File: src/rtl/eth_rx_drv_pkg.sv
// Shared definitions for the Ethernet receive driver: FSM state encoding
// and the MII preamble/SFD nibble values.
package eth_rx_drv_pkg;

  typedef enum logic [2:0] {
    RX_STATE_IDLE     = 3'd0,
    RX_STATE_PREAMBLE = 3'd1,
    RX_STATE_CAPTURE  = 3'd2,
    RX_STATE_DRAIN    = 3'd3,
    RX_STATE_DISCARD  = 3'd4,
    RX_STATE_HOLD     = 3'd5
  } rx_state_t;

  localparam logic [3:0] ETH_PREAMBLE_NIBBLE = 4'h5;
  localparam logic [3:0] ETH_SFD_NIBBLE      = 4'hD;

endpackage

File: src/rtl/eth_rx_drv_if.sv
// Frame handoff between the receive driver (slave) and the frame reader
// (master): read request/ready plus the held frame and its attributes.
interface eth_rx_drv_if #(
  parameter int ETH_MAX_FRAME_SIZE = 256
) ();
  localparam int LEN_W = $clog2(ETH_MAX_FRAME_SIZE / 8) + 1;

  logic                          rx_drv_rd_valid;
  logic                          rx_drv_rd_ready;
  logic [ETH_MAX_FRAME_SIZE-1:0] rx_drv_rd_data;
  logic [LEN_W-1:0]              rx_frame_len;
  logic                          rx_frame_trunc;

  modport master (
    output rx_drv_rd_valid,
    input  rx_drv_rd_ready,
    input  rx_drv_rd_data,
    input  rx_frame_len,
    input  rx_frame_trunc
  );

  modport slave (
    input  rx_drv_rd_valid,
    output rx_drv_rd_ready,
    output rx_drv_rd_data,
    output rx_frame_len,
    output rx_frame_trunc
  );
endinterface

File: src/rtl/eth_sat_counter.sv
// Event counter that sticks at all-ones; cleared only by reset.
module eth_sat_counter #(
  parameter int WIDTH = 8
) (
  input  logic             clk,
  input  logic             rst,
  input  logic             inc,
  output logic [WIDTH-1:0] count
);

  // Increment on each event pulse until saturated.
  always_ff @(posedge clk) begin
    if (rst) begin
      count <= {WIDTH{1'b0}};
    end else if (inc && (count != {WIDTH{1'b1}})) begin
      count <= count + WIDTH'(1);
    end else begin
      count <= count;
    end
  end

endmodule

File: src/rtl/eth_rx_drv.sv
// MII receive driver: finds preamble/SFD, packs the payload MSB-first into a
// frame buffer and holds it for the reader behind a valid/ready handshake.
module eth_rx_drv
  import eth_rx_drv_pkg::*;
#(
  parameter int ETH_MAX_FRAME_SIZE = 256,
  parameter int CNT_WIDTH          = 8
) (
  input  logic                 clk,
  input  logic                 rst,
  input  logic                 mii_rx_en,
  input  logic [3:0]           mii_rxd,
  input  logic                 mii_rx_dv,
  input  logic                 mii_rx_er,
  eth_rx_drv_if.slave          rd,
  output logic [CNT_WIDTH-1:0] rx_err_cnt,
  output logic [CNT_WIDTH-1:0] rx_drop_cnt,
  output logic [2:0]           rx_fsm_state
);

  localparam int MAX   = ETH_MAX_FRAME_SIZE;
  localparam int NIB_W = $clog2(MAX / 4) + 1;
  localparam int LEN_W = $clog2(MAX / 8) + 1;
  localparam int IDX_W = $clog2(MAX);
  localparam logic [NIB_W-1:0] NIB_LIMIT = NIB_W'(MAX / 4);
  localparam logic [LEN_W-1:0] LEN_FULL  = LEN_W'(MAX / 8);

  rx_state_t        state_r;
  logic [MAX-1:0]   frame_r;
  logic [NIB_W-1:0] nib_cnt_r;
  logic [LEN_W-1:0] len_r;
  logic             trunc_r;
  logic             ready_r;
  logic             last_dv_r;
  logic             err_inc_r;
  logic             drop_inc_r;

  logic             dv_now_s;
  logic [IDX_W-1:0] nib_lsb_s;

  // Nibble n lands in byte n/2 counted from the top; the even nibble is the low half.
  always_comb begin
    dv_now_s  = mii_rx_en ? mii_rx_dv : last_dv_r;
    nib_lsb_s = IDX_W'(MAX - 8)
              - IDX_W'({nib_cnt_r[NIB_W-1:1], 3'b000})
              + IDX_W'({nib_cnt_r[0], 2'b00});
  end

  // Receive FSM with frame buffer, length/trunc capture and event pulses.
  always_ff @(posedge clk) begin
    if (rst) begin
      state_r    <= RX_STATE_IDLE;
      frame_r    <= {MAX{1'b0}};
      nib_cnt_r  <= {NIB_W{1'b0}};
      len_r      <= {LEN_W{1'b0}};
      trunc_r    <= 1'b0;
      ready_r    <= 1'b0;
      last_dv_r  <= 1'b0;
      err_inc_r  <= 1'b0;
      drop_inc_r <= 1'b0;
    end else begin
      err_inc_r  <= 1'b0;
      drop_inc_r <= 1'b0;
      if (mii_rx_en) begin
        last_dv_r <= mii_rx_dv;
      end
      case (state_r)
        RX_STATE_IDLE: begin
          if (mii_rx_en && mii_rx_dv) begin
            state_r <= (mii_rxd == ETH_PREAMBLE_NIBBLE) ? RX_STATE_PREAMBLE : RX_STATE_DISCARD;
          end
        end
        RX_STATE_PREAMBLE: begin
          if (mii_rx_en) begin
            if (!mii_rx_dv) begin
              state_r <= RX_STATE_IDLE;
            end else if (mii_rx_er) begin
              err_inc_r <= 1'b1;
              state_r   <= RX_STATE_DISCARD;
            end else if (mii_rxd == ETH_PREAMBLE_NIBBLE) begin
              state_r <= RX_STATE_PREAMBLE;
            end else if (mii_rxd == ETH_SFD_NIBBLE) begin
              frame_r   <= {MAX{1'b0}};
              nib_cnt_r <= {NIB_W{1'b0}};
              trunc_r   <= 1'b0;
              state_r   <= RX_STATE_CAPTURE;
            end else begin
              state_r <= RX_STATE_DISCARD;
            end
          end
        end
        RX_STATE_CAPTURE: begin
          if (mii_rx_en) begin
            if (mii_rx_dv && mii_rx_er) begin
              err_inc_r <= 1'b1;
              state_r   <= RX_STATE_DISCARD;
            end else if (mii_rx_dv && (nib_cnt_r == NIB_LIMIT)) begin
              trunc_r <= 1'b1;
              state_r <= RX_STATE_DRAIN;
            end else if (mii_rx_dv) begin
              frame_r[nib_lsb_s +: 4] <= mii_rxd;
              nib_cnt_r               <= nib_cnt_r + NIB_W'(1);
            end else if (!nib_cnt_r[0] && (nib_cnt_r != {NIB_W{1'b0}})) begin
              len_r   <= LEN_W'(nib_cnt_r >> 1);
              ready_r <= 1'b1;
              state_r <= RX_STATE_HOLD;
            end else begin
              err_inc_r <= 1'b1;
              state_r   <= RX_STATE_IDLE;
            end
          end
        end
        RX_STATE_DRAIN: begin
          if (mii_rx_en && !mii_rx_dv) begin
            len_r   <= LEN_FULL;
            ready_r <= 1'b1;
            state_r <= RX_STATE_HOLD;
          end
        end
        RX_STATE_DISCARD: begin
          if (mii_rx_en && !mii_rx_dv) begin
            state_r <= RX_STATE_IDLE;
          end
        end
        RX_STATE_HOLD: begin
          // A frame starting while one is held is lost; a concurrent transfer still completes.
          if (mii_rx_en && mii_rx_dv && !last_dv_r) begin
            drop_inc_r <= 1'b1;
          end
          if (rd.rx_drv_rd_valid && ready_r) begin
            ready_r <= 1'b0;
            state_r <= dv_now_s ? RX_STATE_DISCARD : RX_STATE_IDLE;
          end
        end
        default: begin
          ready_r <= 1'b0;
          state_r <= RX_STATE_IDLE;
        end
      endcase
    end
  end

  eth_sat_counter #(.WIDTH(CNT_WIDTH)) u_err_cnt (
    .clk   (clk),
    .rst   (rst),
    .inc   (err_inc_r),
    .count (rx_err_cnt)
  );

  eth_sat_counter #(.WIDTH(CNT_WIDTH)) u_drop_cnt (
    .clk   (clk),
    .rst   (rst),
    .inc   (drop_inc_r),
    .count (rx_drop_cnt)
  );

  assign rd.rx_drv_rd_ready = ready_r;
  assign rd.rx_drv_rd_data  = frame_r;
  assign rd.rx_frame_len    = len_r;
  assign rd.rx_frame_trunc  = trunc_r;
  assign rx_fsm_state       = state_r;

endmodule

File: src/flat_wrapper.sv
// flat-port wrapper written by rule: the top's interface ports become plain ports
module eth_rx_drv_flat import eth_rx_drv_pkg::*;
#(
  parameter int ETH_MAX_FRAME_SIZE = 256,
  parameter int CNT_WIDTH          = 8
)
  (clk, rst, mii_rx_en, mii_rxd, mii_rx_dv, mii_rx_er, rx_err_cnt, rx_drop_cnt, rx_fsm_state, rd_rx_drv_rd_valid, rd_rx_drv_rd_ready, rd_rx_drv_rd_data, rd_rx_frame_len, rd_rx_frame_trunc);
  eth_rx_drv_if #(.ETH_MAX_FRAME_SIZE(ETH_MAX_FRAME_SIZE)) rd_i ();
  input  logic clk;
  input  logic rst;
  input  logic mii_rx_en;
  input  logic [3:0] mii_rxd;
  input  logic mii_rx_dv;
  input  logic mii_rx_er;
  output logic [CNT_WIDTH-1:0] rx_err_cnt;
  output logic [CNT_WIDTH-1:0] rx_drop_cnt;
  output logic [2:0] rx_fsm_state;
  input wire logic [$bits(rd_i.rx_drv_rd_valid)-1:0] rd_rx_drv_rd_valid;
  output wire logic [$bits(rd_i.rx_drv_rd_ready)-1:0] rd_rx_drv_rd_ready;
  output wire logic [$bits(rd_i.rx_drv_rd_data)-1:0] rd_rx_drv_rd_data;
  output wire logic [$bits(rd_i.rx_frame_len)-1:0] rd_rx_frame_len;
  output wire logic [$bits(rd_i.rx_frame_trunc)-1:0] rd_rx_frame_trunc;
  assign rd_i.rx_drv_rd_valid = rd_rx_drv_rd_valid;
  assign rd_rx_drv_rd_ready = rd_i.rx_drv_rd_ready;
  assign rd_rx_drv_rd_data = rd_i.rx_drv_rd_data;
  assign rd_rx_frame_len = rd_i.rx_frame_len;
  assign rd_rx_frame_trunc = rd_i.rx_frame_trunc;
  eth_rx_drv #(.ETH_MAX_FRAME_SIZE(ETH_MAX_FRAME_SIZE), .CNT_WIDTH(CNT_WIDTH)) u_core (.clk(clk), .rst(rst), .mii_rx_en(mii_rx_en), .mii_rxd(mii_rxd), .mii_rx_dv(mii_rx_dv), .mii_rx_er(mii_rx_er), .rd(rd_i), .rx_err_cnt(rx_err_cnt), .rx_drop_cnt(rx_drop_cnt), .rx_fsm_state(rx_fsm_state));
endmodule
File: config.mk
export PLATFORM = sky130hd
export DESIGN_NAME = eth_rx_drv_flat
export DESIGN_NICKNAME = d
export VERILOG_FILES = /design/src/rtl/eth_rx_drv_pkg.sv /design/src/rtl/eth_rx_drv_if.sv /design/src/rtl/eth_sat_counter.sv /design/src/rtl/eth_rx_drv.sv /design/src/flat_wrapper.sv
export SDC_FILE = /design/constraint.sdc
export NUM_CORES = 1
export LEC_CHECK = 0
export CORE_MARGIN = 1
export CORE_UTILIZATION = 40
export CTS_BUF_LIST = sky130_fd_sc_hd__clkbuf_8
export DETAILED_ROUTE_END_ITERATION = 12
export PLACE_DENSITY = 0.76
export SETUP_SLACK_MARGIN = 0.2
export SLEW_MARGIN = 20
export SYNTH_ARGS = -nofsm -noshare
export SYNTH_HDL_FRONTEND = slang
export SYNTH_SLANG_ARGS = --single-unit
File: constraint.sdc
create_clock -name clk -period 2.55 [get_ports clk]
set_input_delay 0.51 -clock clk [delete_from_list [all_inputs] [get_ports clk]]
set_output_delay 0.51 -clock clk [all_outputs]
set_load 0.005 [all_outputs]
## Yosys cells after proc, flatten, opt, wreduce, memory -nomap -nowiden

Index checks and enable logic that the tools add are counted.

- Logic and storage cells: 144
- Output and inout bits: 283
- Flip-flop bits (word level): 293

- Multiplexer cells: 73
- Reduce and logical (&&, ||, !) cells: 23
- Equal/unequal tests: 27
- Add/subtract/negate cells: 6
- Bitwise gates (word level): 2
- Shifts and indexed selects: 2

Operator list:

| cell | count |
|---|---|
| $mux 256 | 9 |
| $pmux 256 s2 | 1 |
| $bwmux 256 | 1 |
| $shift 4x10->256 const A | 1 |
| $shiftx 4x10->256 | 1 |
| $mux 7 | 9 |
| $mux 3 | 16 |
| $mux 6 | 6 |
| $mux 1 | 25 |
| $ne 2x2->1 const B | 9 |
| $pmux 3 s6 | 1 |
| $add 8x1->8 const B | 2 |
| $ne 8x8->1 const B | 2 |
| $ne 2x1->1 const B | 7 |
| $pmux 7 s2 | 1 |
| $reduce_and 7->1 | 2 |
| $pmux 6 s2 | 1 |
| $neg 8->10 | 1 |
| $reduce_and 10->1 | 1 |
| $logic_and 1x1->1 | 9 |
| $reduce_and 9->1 | 1 |
| $add 8x3->8 | 1 |
| $reduce_and 8->1 | 1 |
| $sub 8x8->8 const A | 1 |
| other kinds (17) | 24 |

## Depth between registers and ports, before layout

Gate-level depths: netlist of the first run.

- Depth after elaboration: 10
- Gate-level depth with buffers: 11
- Depth with buffers taken out: 8

## By module

From an unflattened synthesis of the first run, not the netlist that was laid out.

- Cells, all modules: 1339
- Area, all modules: 12393.1 sq um

By module, submodules not included:

| module | seq. area each (sq um) | area each (sq um) | cells each | times used |
|---|---|---|---|---|
| eth_rx_drv | 5545.3 | 11532.3 | 1247 | 1 |
| eth_sat_counter | 160.2 | 430.4 | 46 | 2 |

## Least setup slack after synthesis of the first run

OpenSTA, ideal clock, no wires.

- Kind: flip-flop to flip-flop
- Start: reg u_core.nib_cnt_r[0]
- End: reg u_core.frame_r[208] (netlist: u_core.rd.rx_drv_rd_data[208])
- Clock period less this slack: 2712 ps
- Slack: -162 ps
- Stages on the path, launching flop included: 10
- Arrival time: 2641 ps
- Cell sequence: dfxtp_1 > clkbuf_1 > inv_1 > ha_1 > nor3b_2 > a31oi_1 > o32a_2 > nand2_2 > nor3_1 > mux2i_1

- Longest elaborated chain between the ends: 9
- Elaborated cells between the ends (all ways): 14

Ends and longest elaborated chain:

| what | line | text |
|---|---|---|
| start, declared | eth_rx_drv.sv:30 | `logic [NIB_W-1:0] nib_cnt_r;` |
| start signal, assigned | eth_rx_drv.sv:54 | `nib_cnt_r <= {NIB_W{1'b0}};` |
| start signal, assigned | eth_rx_drv.sv:84 | `nib_cnt_r <= {NIB_W{1'b0}};` |
| start signal, assigned | eth_rx_drv.sv:102 | `nib_cnt_r <= nib_cnt_r + NIB_W'(1);` |
| $add 8x3->8 | eth_rx_drv.sv:46 | `+ IDX_W'({nib_cnt_r[0], 2'b00});` |
| $neg 8->10 | eth_rx_drv.sv:101 | `frame_r[nib_lsb_s +: 4] <= mii_rxd;` |
| $shiftx 4x10->256 / $shift 4x10->256 (equally long branches) | eth_rx_drv.sv:101 |  |
| $bwmux 256 | eth_rx_drv.sv:101 |  |
| $mux 256 | eth_rx_drv.sv:100 | `end else if (mii_rx_dv) begin` |
| $mux 256 | eth_rx_drv.sv:97 | `end else if (mii_rx_dv && (nib_cnt_r == NIB_LIMIT)) begin` |
| $mux 256 | eth_rx_drv.sv:94 | `if (mii_rx_dv && mii_rx_er) begin` |
| $mux 256 | eth_rx_drv.sv:93 | `if (mii_rx_en) begin` |
| $pmux 256 s2 | eth_rx_drv.sv:67 | `case (state_r)` |
| end signal, assigned | eth_rx_drv.sv:53 | `frame_r <= {MAX{1'b0}};` |
| end signal, assigned | eth_rx_drv.sv:83 | `frame_r <= {MAX{1'b0}};` |
| end signal, assigned by index | eth_rx_drv.sv:101 |  |
| end, declared | eth_rx_drv.sv:29 | `logic [MAX-1:0] frame_r;` |

Parallel ways exist; a longest one is shown, timed or not. The select of a mux whose other input is x is not followed.
A chain may end at the register's enable or synchronous reset.

## Final worst setup path of the first run

- Start: in mii_rx_dv
- End: reg u_core.frame_r[150] (netlist: u_core.rd.rx_drv_rd_data[150])

- Longest elaborated chain between the ends: 3
- Elaborated cells between the ends (all ways): 7

Ends and longest elaborated chain:

| what | line | text |
|---|---|---|
| start, declared | flat_wrapper.sv:13 | `input logic mii_rx_dv;` |
| $logic_and 1x1->1 (on tied branches) | eth_rx_drv.sv:94, eth_rx_drv.sv:97 |  |
| $ne 2x2->1 (no source line) | - |  |
| $reduce_and 10->1 (no source line) (*) | - |  |

Every way passes the cells marked *; elsewhere a longest branch is shown, timed or not.

==> results of run 1 <==
per-stage QoR:
stage	cell area, um2	power, mW	setup slack, ps	utilization [%]
detailed placement	16400	4.91	-403	55.4
CTS	17500	9.48	196	59.4
global route	17700	9.75	173	59.7
floorplan	12100	4.80	206	-
finish	17700	9.43	286	59.7
global placement	16400	4.91	-351	55.4
sequential cells by signal, summed over array words and instances, names as in the netlist:
register / count
u_core.drop_inc_r: 1
u_core.rd.rx_frame_trunc: 1
u_core.rd.rx_drv_rd_ready: 1
u_core.rd.rx_frame_len: 6
u_core.u_err_cnt.count: 8
u_core.nib_cnt_r: 7
u_core.last_dv_r: 1
u_core.rd.rx_drv_rd_data: 256
u_core.u_drop_cnt.count: 8
u_core.err_inc_r: 1
u_core.rx_fsm_state: 3
cells in the final DEF (no fill, tap or decap), types with 10 or more instances in the layout:
master	Yosys	layout
nor3_1	16	13
inv_1	15	28
mux2i_1	132	131
clkdlybuf4s50_1	0	291
clkbuf_8	0	61
o2bb2ai_1	15	15
o21ai_0	42	39
nand2b_1	15	15
a22o_1	58	58
a21oi_2	0	10
nor2_1	70	65
o211ai_1	15	15
xnor2_1	11	11
buf_4	5	124
a21oi_1	48	38
nand2_1	212	207
nand4_1	15	15
nor2b_1	11	10
o21ai_1	8	11
nand3_1	82	81
nand2_2	9	13
xor2_1	12	11
dfxtp_1	293	289
and2_1	14	14
buf_12	0	14
and3_1	18	17
path summary, 6_finish.rpt:
| check | start | endpoint | slack (ps) |
|---|---|---|---|
| max | mii_rx_dv | u_core.rd.rx_drv_rd_data[150]$_SDFFE_PP0P_ | 290 |
| min | rst | u_core.nib_cnt_r[0]$_SDFFE_PP0P_ | 300 |
| max reg2reg | u_core.nib_cnt_r[0]$_SDFFE_PP0P_ | u_core.rd.rx_drv_rd_data[7]$_SDFFE_PP0P_ | 290 |
| min reg2reg | u_core.rd.rx_frame_len[1]$_SDFFE_PP0P_ | u_core.rd.rx_frame_len[1]$_SDFFE_PP0P_ | 450 |
worst max-delay path: stages:
cell             delay [ps]
clkdlybuf4s50_1         540
nand2b_1                130
nor4_4                  360
a31oi_4                 140
buf_4                   240
or3_4                   430
nor2_1                  160
buf_4                   150
a22o_1                  120
what timing repair did:
action | 4_1_cts | 5_1_grt
pin swaps | 2 | 1
gates resized for setup | 21 | 28
setup endpoints to repair | 192 | 231
endpoints found under the hold margin | 0 | 0
hold buffers | 0 | 0
kinds of logic after synthesis:
group	count (synthesis)
AND/OR/NAND/NOR	502
flip-flops	293
AO/OA/AOI/OAI	234
multiplexers	132
buffers and inverters	91
XOR/XNOR	23
adder cells (fa/ha/maj)	8
final cells by class:
cell class                 count  area [um2]  share of cell area, %
clock buffer                  61         840                   4.76
timing repair buffer         432        4150                   23.5
clock inverter                27         267                   1.51
inverter                      15        61.3                  0.347
tap                          390         488                   2.76
multi-input combinational    899        5970                   33.8
sequential                   293        5870                   33.3
layer usage:
metal | wire length, um | vias up | track usage [%]
met2 | 19300 | 528 | 44.2
met3 | 3450 | 123 | 6.22
met5 | 0 | - | 0
met1 | 16600 | 5541 | 32.0
li1 | - | 5387 | -
met4 | 1920 | 0 | 12.8
power breakdown:
part	leakage [nW]	internal (mW)	switching (mW)	total [mW]
Clock	0.619	2.67	1.93	4.60
Combinational	4.15	0.0831	0.158	0.241
Sequential	2.36	4.58	0.00256	4.58
==> metrics.md, run 1 <==
| Metric | Value |
|---|---|
| Status | `finished, final reports clean` |
| Post-synth EDFFs | `0` |
| Hold WC Path Type | `in -> reg` |
| Die footprint | `30700 um2` |
| Unrepaired setup endpoints after global routing | `yes` |
| Post-synthesis instance total | `1283` |
| Largest family of logic cells by synthesized area | `simple AND/OR/NAND/NOR gates` |
| Final WL | `41.3 mm` |
| Worst EP required | `3080 ps` |
| Worst slew margin | `a little under three fifths` |
| Syn avg cell area | `approximately 9.4 um2` |
| Leakage power total | `7.13 nW` |
| Synth top cells by count | `dfxtp_1 (293), nand2_1 (212), mux2i_1 (132), nand3_1 (82), nor2_1 (70)` |
| Post-synth top area share | `48.9%` |
| Simple logic cell fraction of the synthesized area | `20.6%` |
| Final Hold Fails | `0` |
| Routed vias | `11600` |
| Clock skew | `36.6 ps` |
| # Max-Cap Violations | `0` |
| Slew @ Worst Pin | `~650 ps` |
| Arrival time at the worst endpoint | `2790 ps` |
| Sequential area share after synthesis | `48.9%` |
| Compound-gate portion of the synthesized area | `13.8%` |
| Main synth FF type | `dfxtp_1` |
| Die height | `approximately 180 um` |
| Proportion of synthesized area in mux cells | `11.0%` |
| CTS clock-pin slew for the worst setup and hold paths | `60 ps` |
| CP Launch Type | `input port` |
| Initial antenna violation count | `0` |
| Worst vdd ir | `between 0.3 and 0.4 mV` |
| Total CTS buffers | `49` |
| Fmax achieved | `442 MHz` |
| Crit. End Element | `flop` |
| Post-route ant nets | `0` |
| FFs w/ async S/R, synth | `0%` |
| Area growth syn-to-layout | `47.1%` |
| CP Class | `in -> reg` |
| Tmin final | `2260 ps` |
| Hpwl dp | `30.5 mm` |
| I/O Buffers | `292` |
| Pwr Density | `534 nW/um2` |
| Slew Limit Fails | `0` |
| Worst Reg-to-Reg Cells | `9` |
| Number of synthesized register bits | `293` |
| Setup TNS | `0 ps` |
| Post-Synth XOR/XNOR Area | `1.68%` |
| First-pass GRT wire length | `64.5 mm` |
| CTS tree | `done` |
| # diodes | `0` |
| Post-synth top area cell | `dfxtp_1` |
| Fillcell total | `2449` |
| Bufs on Longest Clock Path | `3` |
| Gr usage total | `26.5%` |
| Crit path max fanout | `13` |
| Total grt overflow | `0` |
| Pin count of the biggest net entering global routing | `47` |
| Num Clock Sinks | `293` |
| Synth area leaders | `dfxtp_1 (49%), mux2i_1 (11%), nand2_1 (6.6%)` |
| Initial DRC Count | `862` |
| Row count | `63` |
| CTS H-tree depth | `2` |
| Final Setup Violations | `0` |
| Vias in the first global route | `11700` |
| Fin nets | `1708` |
| Setup bufs post-CTS | `0` |
| I/O pin cnt | `293` |
| DRC | `0` |
| Vias/cell | `5.47` |
| Library cells used by synthesis | `65` |
| Drt wl/cell | `19.5 um` |
| Post-synthesis cell area | `between 10000 and 15000 um2` |
| DR pass1 iterations | `5` |
| Share of post-route cells with drive strength above 1 | `16.7%` |
| Placed insts | `approximately 2000` |
| Starting Density | `40.6%` |
| RePlAce Congestion | `0.947` |
| WHS | `298 ps` |
| Die Wd | `approximately 180 um` |
| Hold Path Stages | `2` |
| Clock Tree Root | `clkbuf_8` |
| Post-route clock period utilization | `88.8%` |
| Fraction of the mapped netlist area in adder cells | `0.834%` |
| Post-route insts no fill | `2117` |
| Warnings, synthesis | `0` |
| Most frequent cell after synthesis | `dfxtp_1` |
| Core Area | `29600 um2` |
| Skew-Pair Late Insertion Delay | `590 ps` |
| Syn_nets | `1301` |
Power figures use the tool's default switching activity.
==> inputs of run 2 (changes only) <==
--- a/config.mk
+++ b/config.mk
@@ -5,10 +5,12 @@
 export SDC_FILE = /design/constraint.sdc
 export NUM_CORES = 1
 export LEC_CHECK = 0
+export CAP_MARGIN = 20
 export CORE_MARGIN = 1
 export CORE_UTILIZATION = 40
 export CTS_BUF_LIST = sky130_fd_sc_hd__clkbuf_8
 export DETAILED_ROUTE_END_ITERATION = 12
+export GPL_TIMING_DRIVEN = 1
 export PLACE_DENSITY = 0.76
 export SETUP_SLACK_MARGIN = 0.2
 export SLEW_MARGIN = 20
==> results of run 2 <==
No change in the layout: final DEF, timing and power equal those of run 1.
==> inputs of run 3 (changes only) <==
--- a/config.mk
+++ b/config.mk
@@ -9,6 +9,7 @@
 export CORE_MARGIN = 1
 export CORE_UTILIZATION = 40
 export CTS_BUF_LIST = sky130_fd_sc_hd__clkbuf_8
+export CTS_CLUSTER_SIZE = 16
 export DETAILED_ROUTE_END_ITERATION = 12
 export GPL_TIMING_DRIVEN = 1
 export PLACE_DENSITY = 0.76
==> results of run 3 <==
No change in the layout: final DEF, timing and power equal those of run 1.
